File: src/rtl/seg7_scan_driver.sv
// seg7_scan_driver: double-buffered 8-digit hex scan driver for a common-anode seven-segment display
module seg7_scan_driver #(
   parameter int DIV      = 100000,
   parameter bit BLANK_LZ = 1'b0
) (
   input  logic        Clock,
   input  logic        rst_n,
   input  logic        disp_we,
   input  logic [31:0] disp_data,
   input  logic        disp_en,
   input  logic [7:0]  dp_mask,
   output logic        disp_pending,
   output logic        frame_done,
   output logic [7:0]  digitalLocation,
   output logic [7:0]  digitalStates
);
   localparam int W = $clog2(DIV);
   localparam logic [6:0] SEG [16] = '{7'h40, 7'h79, 7'h24, 7'h30, 7'h19, 7'h12, 7'h02, 7'h78,
                                       7'h00, 7'h10, 7'h08, 7'h03, 7'h46, 7'h21, 7'h06, 7'h0E};
   logic [W-1:0] presc;
   logic [2:0]   idx;
   logic [31:0]  active, pend_data;
   logic [7:0]   nz;
   logic [3:0]   nib;
   logic         tick, boundary, blank;
   for (genvar i = 0; i < 8; i++) begin : g_nz
      assign nz[i] = |active[4*i +: 4];
   end
   always_comb begin
      tick     = presc == W'(DIV - 1);
      boundary = tick && idx == 3'd7;
      nib      = active[{idx, 2'b00} +: 4];
      // a digit is leading-zero when it and every digit above it are zero
      blank    = BLANK_LZ && idx != 3'd0 && (nz >> idx) == 8'd0;
   end
   always_ff @(posedge Clock or negedge rst_n) begin
      if (!rst_n) begin
         presc           <= '0;
         idx             <= 3'd0;
         active          <= 32'd0;
         pend_data       <= 32'd0;
         disp_pending    <= 1'b0;
         frame_done      <= 1'b0;
         digitalLocation <= 8'hFF;
         digitalStates   <= 8'hFF;
      end else begin
         presc           <= tick ? '0 : presc + 1'b1;
         idx             <= tick ? idx + 3'd1 : idx;
         pend_data       <= disp_we ? disp_data : pend_data;
         disp_pending    <= disp_we | (disp_pending & ~boundary);
         active          <= (boundary && disp_pending) ? pend_data : active;
         frame_done      <= boundary;
         digitalLocation <= disp_en ? ~(8'd1 << idx) : 8'hFF;
         digitalStates   <= {~dp_mask[idx], blank ? 7'h7F : SEG[nib]};
      end
   end
endmodule
File: config.mk
export PLATFORM = sky130hd
export DESIGN_NAME = seg7_scan_driver
export DESIGN_NICKNAME = d
export VERILOG_FILES = /design/src/rtl/seg7_scan_driver.sv
export SDC_FILE = /design/constraint.sdc
export NUM_CORES = 1
export LEC_CHECK = 0
export ABC_AREA = 1
export ABC_CLOCK_PERIOD_IN_PS = 2600
export CORE_MARGIN = 3
export CORE_UTILIZATION = 60
export DETAILED_ROUTE_END_ITERATION = 6
export HOLD_SLACK_MARGIN = 0.02
export PLACE_DENSITY = 0.85
export SLEW_MARGIN = 20
export SYNTH_ARGS = -nofsm -noshare
export SYNTH_HDL_FRONTEND = slang
export SYNTH_SLANG_ARGS = --single-unit
File: constraint.sdc
create_clock -name Clock -period 2.6 [get_ports Clock]
set_input_delay 0.26 -clock Clock [delete_from_list [all_inputs] [get_ports Clock]]
set_output_delay 0.26 -clock Clock [all_outputs]
set_load 0.05 [all_outputs]
Word level (Yosys, flattened, before mapping). Memory sizes are Yosys's and may differ from the RTL's. A register that Yosys moved wholly into a read port is not among the register bits. Index checks and enable logic that the tools add are counted.

Register bits: 102. Bits in read-only memories: 112. Memories kept: 1. Output and inout port bits: 18. Input port bits: 44.

Add/subtract/negate cells: 2. Multiplexer cells: 6. Equality and inequality tests: 2. Shift-type cells: 2. Magnitude comparators: 2. Reduce and logical (&&, ||, !) cells: 3. Bitwise logic cells: 6.

Memory list: (no name shown) (depth 16, width 7, read ports 1, clocked after Yosys merged registers in 1, wr ports 0, line 54) `digitalStates <= {~dp_mask[idx], blank ? 7'h7F : SEG[nib]};`.

Operators by type and width (number): $shiftx A32 B6 Y4 (1); $add A17 B1 Y17 const B (1); $eq A17 B17 Y1 const B (1); $mux W17 (1); $mux W7 (2); $mux W8 (1); $not A8 Y8 (1); $shl A1 B3 Y8 const A (1); $ge A5 B5 Y1 const B (1); $not A4 Y5 (1); $lt A3 B4 Y1 const B (1); $add A3 B1 Y3 const B (1); $bmux W1 S3 (1); $eq A3 B3 Y1 const B (1); $logic_and A1 B1 Y1 (2); $not A1 Y1 (2); $and A1 B1 Y1 (1); $logic_not A1 Y1 (1); $mux W1 (1); $or A1 B1 Y1 (1).

Longest topological paths before layout.
Depth in word-level cells: 5. Depth in mapped cells: 12. Gate-level depth less buffers: 11.

Worst setup path before layout. OpenSTA, ideal clock, no wires.

Kind: register to register. Start: register idx[1]. End: register digitalStates[5]. Library setup time: 0.076 ns. Arrival time: 1.556 ns. Clock period less this slack: 1.632 ns. Slack: 0.968 ns. Data required time: 2.524 ns. Stages on the path, launching flop included: 13. Cells stage by stage: dfrtp_1 > buf_2 > inv_2 > buf_4 > nand3_1 > nand3_1 > nand2_1 > inv_1 > ha_1 > nand3_1 > nand2_1 > nand2_1 > nand2_1.

Longest elaborated chain between the ends: 2.

Ends and longest elaborated chain: start: declaration (line 21) `logic [2:0] idx;`; start signal: assignment (line 48) `idx <= tick ? idx + 3'd1 : idx;`; $shiftx A32 B6 Y4 (line 32) `nib = active[{idx, 2'b00} +: 4];`; $not A4 Y5 (implied by the code) (line 54); end: declaration (line 15) `output logic [7:0] digitalStates`.

Every way passes these cells. A chain may end at the register's enable or synchronous reset.

Worst setup path after layout.
Start: register idx[2]. End: register digitalStates[3].

Same word-level chain as after synthesis.

==> flow_summary.toml <==
[drt]
vias_per_cell = 5.230
drc = 0
ant_nets = 0
vias = 4200
drt_first_iter_violations = 338
drt-total-wl_um = 10830
wl_per_cell_um = 13.49
drt_first_pass_iters = 5

[sta]
fin_skew_ps = 12.00
rsz0062_at_grt = "no"
hold_viol = 0
setup_viol = 0
finalCritPeriodShare_pct = 77.94
report.final.slew_viol_count = 0
tightest_slew_ps = 866.6
setup-tns-final_ps = 0
fmax_mhz = 493.5
fin_crit_ps = 2026
timing.slew.headroom_pct = 42.23

[finish]
fin_area_mm2 = 0.006007
mostFrequentLayoutCell = "nand2_1"
layout.nets = 749
utilization_pct = 71.67
area_growth_pct = 13.85
stdcell_count = 803
drive_gt1_share_pct = 9.026
final_cell_mix = "nand2_1, inv_1, dfrtp_1, clkdlybuf4s50_1, nand3_1"
diodes = 0
nFillCells = 629

[synth]
syn_nets = 702
synth_warnings = 0
synth.top_cell.area_share_pct = 40.79
yosysTopAreaCell = "dfrtp_1"
ys_ff_latch = 102
syn_area_per_cell_um2 = 8.168
ys_types = 38
ys_top_cells_by_area = "dfrtp_1, nand2_1, inv_1"
syn_inst = 646
yosysSeqAreaShare_pct = 48.76
netlist_area_mm2 = 0.005276

[setup_path]
max_stage_delay_ps = 630
reg2reg_depth = 9
path_class = "reg -> reg"
worstPathRequired_ps = 2920
worstPathCellList = "inv_1, nand3_1, nand2_1, inv_1, ha_1, nand3_1, nand2_1, nand2_1, nand2_1"
cp.depth = 9
end_kind = "register"
cp.arrival_ps = 2350
critPathLaunchType = "register"
crit_family = "simple AND/OR/NAND/NOR gates"
cp_max_fo = 12
cp_common_cell = "nand2_1"
path_buf_inv = 2
slowest_stage = "dfrtp_1"

[status]
outcome = "complete, no violations"

[die]
die_w_um = 99.78
die_area_mm2 = 0.009955
core_mm2 = 0.008382
die_height_um = 99.78
initial_core_util_pct = 62.95
ios = 62
row_count = 33

[grt]
antenna_found_initial = 0
grt_max_degree = 67
track_usage_pct = 23.10
globalRoute.totalOverflow = 0
grt_pass1_vias = 4156
grt_pass1_wl_um = 18710

[min_path]
hold_class = "in -> async"

[run]
maxCapViolations = 0

[placed_design]
place.gp.congestion = 0.8903
place_hpwl_um = 7433
io_buffers = 61
dp_cells = 786
dpl-instance-area_mm2 = 0.005807

[pwr]
peakVddDrop_uv = 287.2
power_w = 0.002818
powerDensity_mw_per_mm2 = 469.2
leakage_nw = 3.338

[cts]
clkLatencyLatePin_ps = 380
path_clk_slew_ps = 100
clockBufferDepth = 2
cts_tree = "built"
clock_sinks = 102
cts_resized = 0
cts_buffers = 9
cts-root-buf = "clkbuf_8"
cts_max_level = 3
-- Yosys cell counts --
cell type,instances
and2_1,1
inv_1,125
nor2_4,2
nor2_1,15
nand3_2,3
nand3_1,45
xor2_1,7
nand4_4,1
nor3_4,1
buf_6,9
dfstp_2,16
a31oi_1,1
nand2_1,182
nor3_1,7
clkbuf_8,2
clkinv_4,1
buf_4,2
a32oi_1,1
nand4_1,38
nand2_2,5
o21ai_1,1
clkinv_2,1
o211ai_1,2
nor2_8,1
o21bai_1,2
dfrtp_1,86
a21oi_1,8
inv_2,5
nor2_2,1
ha_1,12
clkbuf_1,10
clkinv_1,1
buf_2,4
nand3b_1,3
nand2_4,4
o21ai_0,37
buf_8,3
or2_2,1
-- state kept, by name, summed over array words and instances (netlist names) --
register and cells:
digitalLocation 8, pend_data 32, digitalStates 8, frame_done 1
idx 3, active 32, disp_pending 1, presc 17
-- report_power, final --
part           total (W)  internal [W]  switching (W)
Combinational   0.000183     0.0000838      0.0000988
Clock           0.000991      0.000442       0.000549
Sequential       0.00164       0.00163      0.0000116
-- path summary, 6_finish.rpt --
kind	endpoint	slack, ps	from
max	digitalStates[3]	570	idx[2]
min reg2reg	presc[0]	460	presc[0]
max in group asynchronous	active[28]	1530	rst_n
min in group Clock	pend_data[31]	440	disp_data[31]
max reg2reg	digitalStates[3]	570	idx[2]
min	presc[12]	370	rst_n
-- worst reg2reg max path, stage by stage (launching register included) --
cell and delay, ps:
dfrtp_1 630, inv_1 330, nand3_1 160, nand2_1 170, inv_1 130, ha_1 200, nand3_1 140, nand2_1 100
nand2_1 50, nand2_1 70
-- cell families (layout without fill, tap and decap cells) --
| logic type | after synthesis | count (layout) | share of synthesized area [%] |
|---|---|---|---|
| xor gates and xnor gates | 7 | 7 | 1.162 |
| adders and majority gates | 12 | 12 | 2.846 |
| DFF | 102 | 102 | 48.75 |
| AOI/OAI and AO/OA | 52 | 52 | 5.217 |
| and+or+nand+nor | 310 | 310 | 27.77 |
| buffers and inverters | 163 | 215 | 14.25 |
-- timing repair --
item,4_1_cts,5_1_grt
buffers inserted,0,0
hold endpoints to repair,20,0
setup endpoints to repair,0,0
hold buffers,1,0
-- routing by layer --
metal	vias up	global-route usage (%)	share of wire, %
li1	2084	-	-
met1	1975	30.76	43
met2	128	38.89	50
met3	13	4.656	5.7
met4	0	5.987	0.94
met5	-	0	0
-- stage by stage --
step,worst slack (ps),hold WS (ps)
3_3_place_gp,690.6,243.1
5_1_grt,356.7,400.2
6_report,573.5,367.6
4_1_cts,597.0,389.6
2_1_floorplan,968.0,-35.59
3_5_place_dp,616.6,246.1
-- final cells by class --
cell class | instances | area (um^2) | area share, %
well taps | 105 | 131.4 | 2.187
repair buffers | 66 | 655.6 | 10.91
multi-input cells | 381 | 1952 | 32.49
inverters | 133 | 505.5 | 8.415
clock inverters | 6 | 62.56 | 1.041
clock buffers | 10 | 127.6 | 2.125
flip-flops and latches | 102 | 2572 | 42.82
Note: power is estimated with default switching activity, not from simulation.
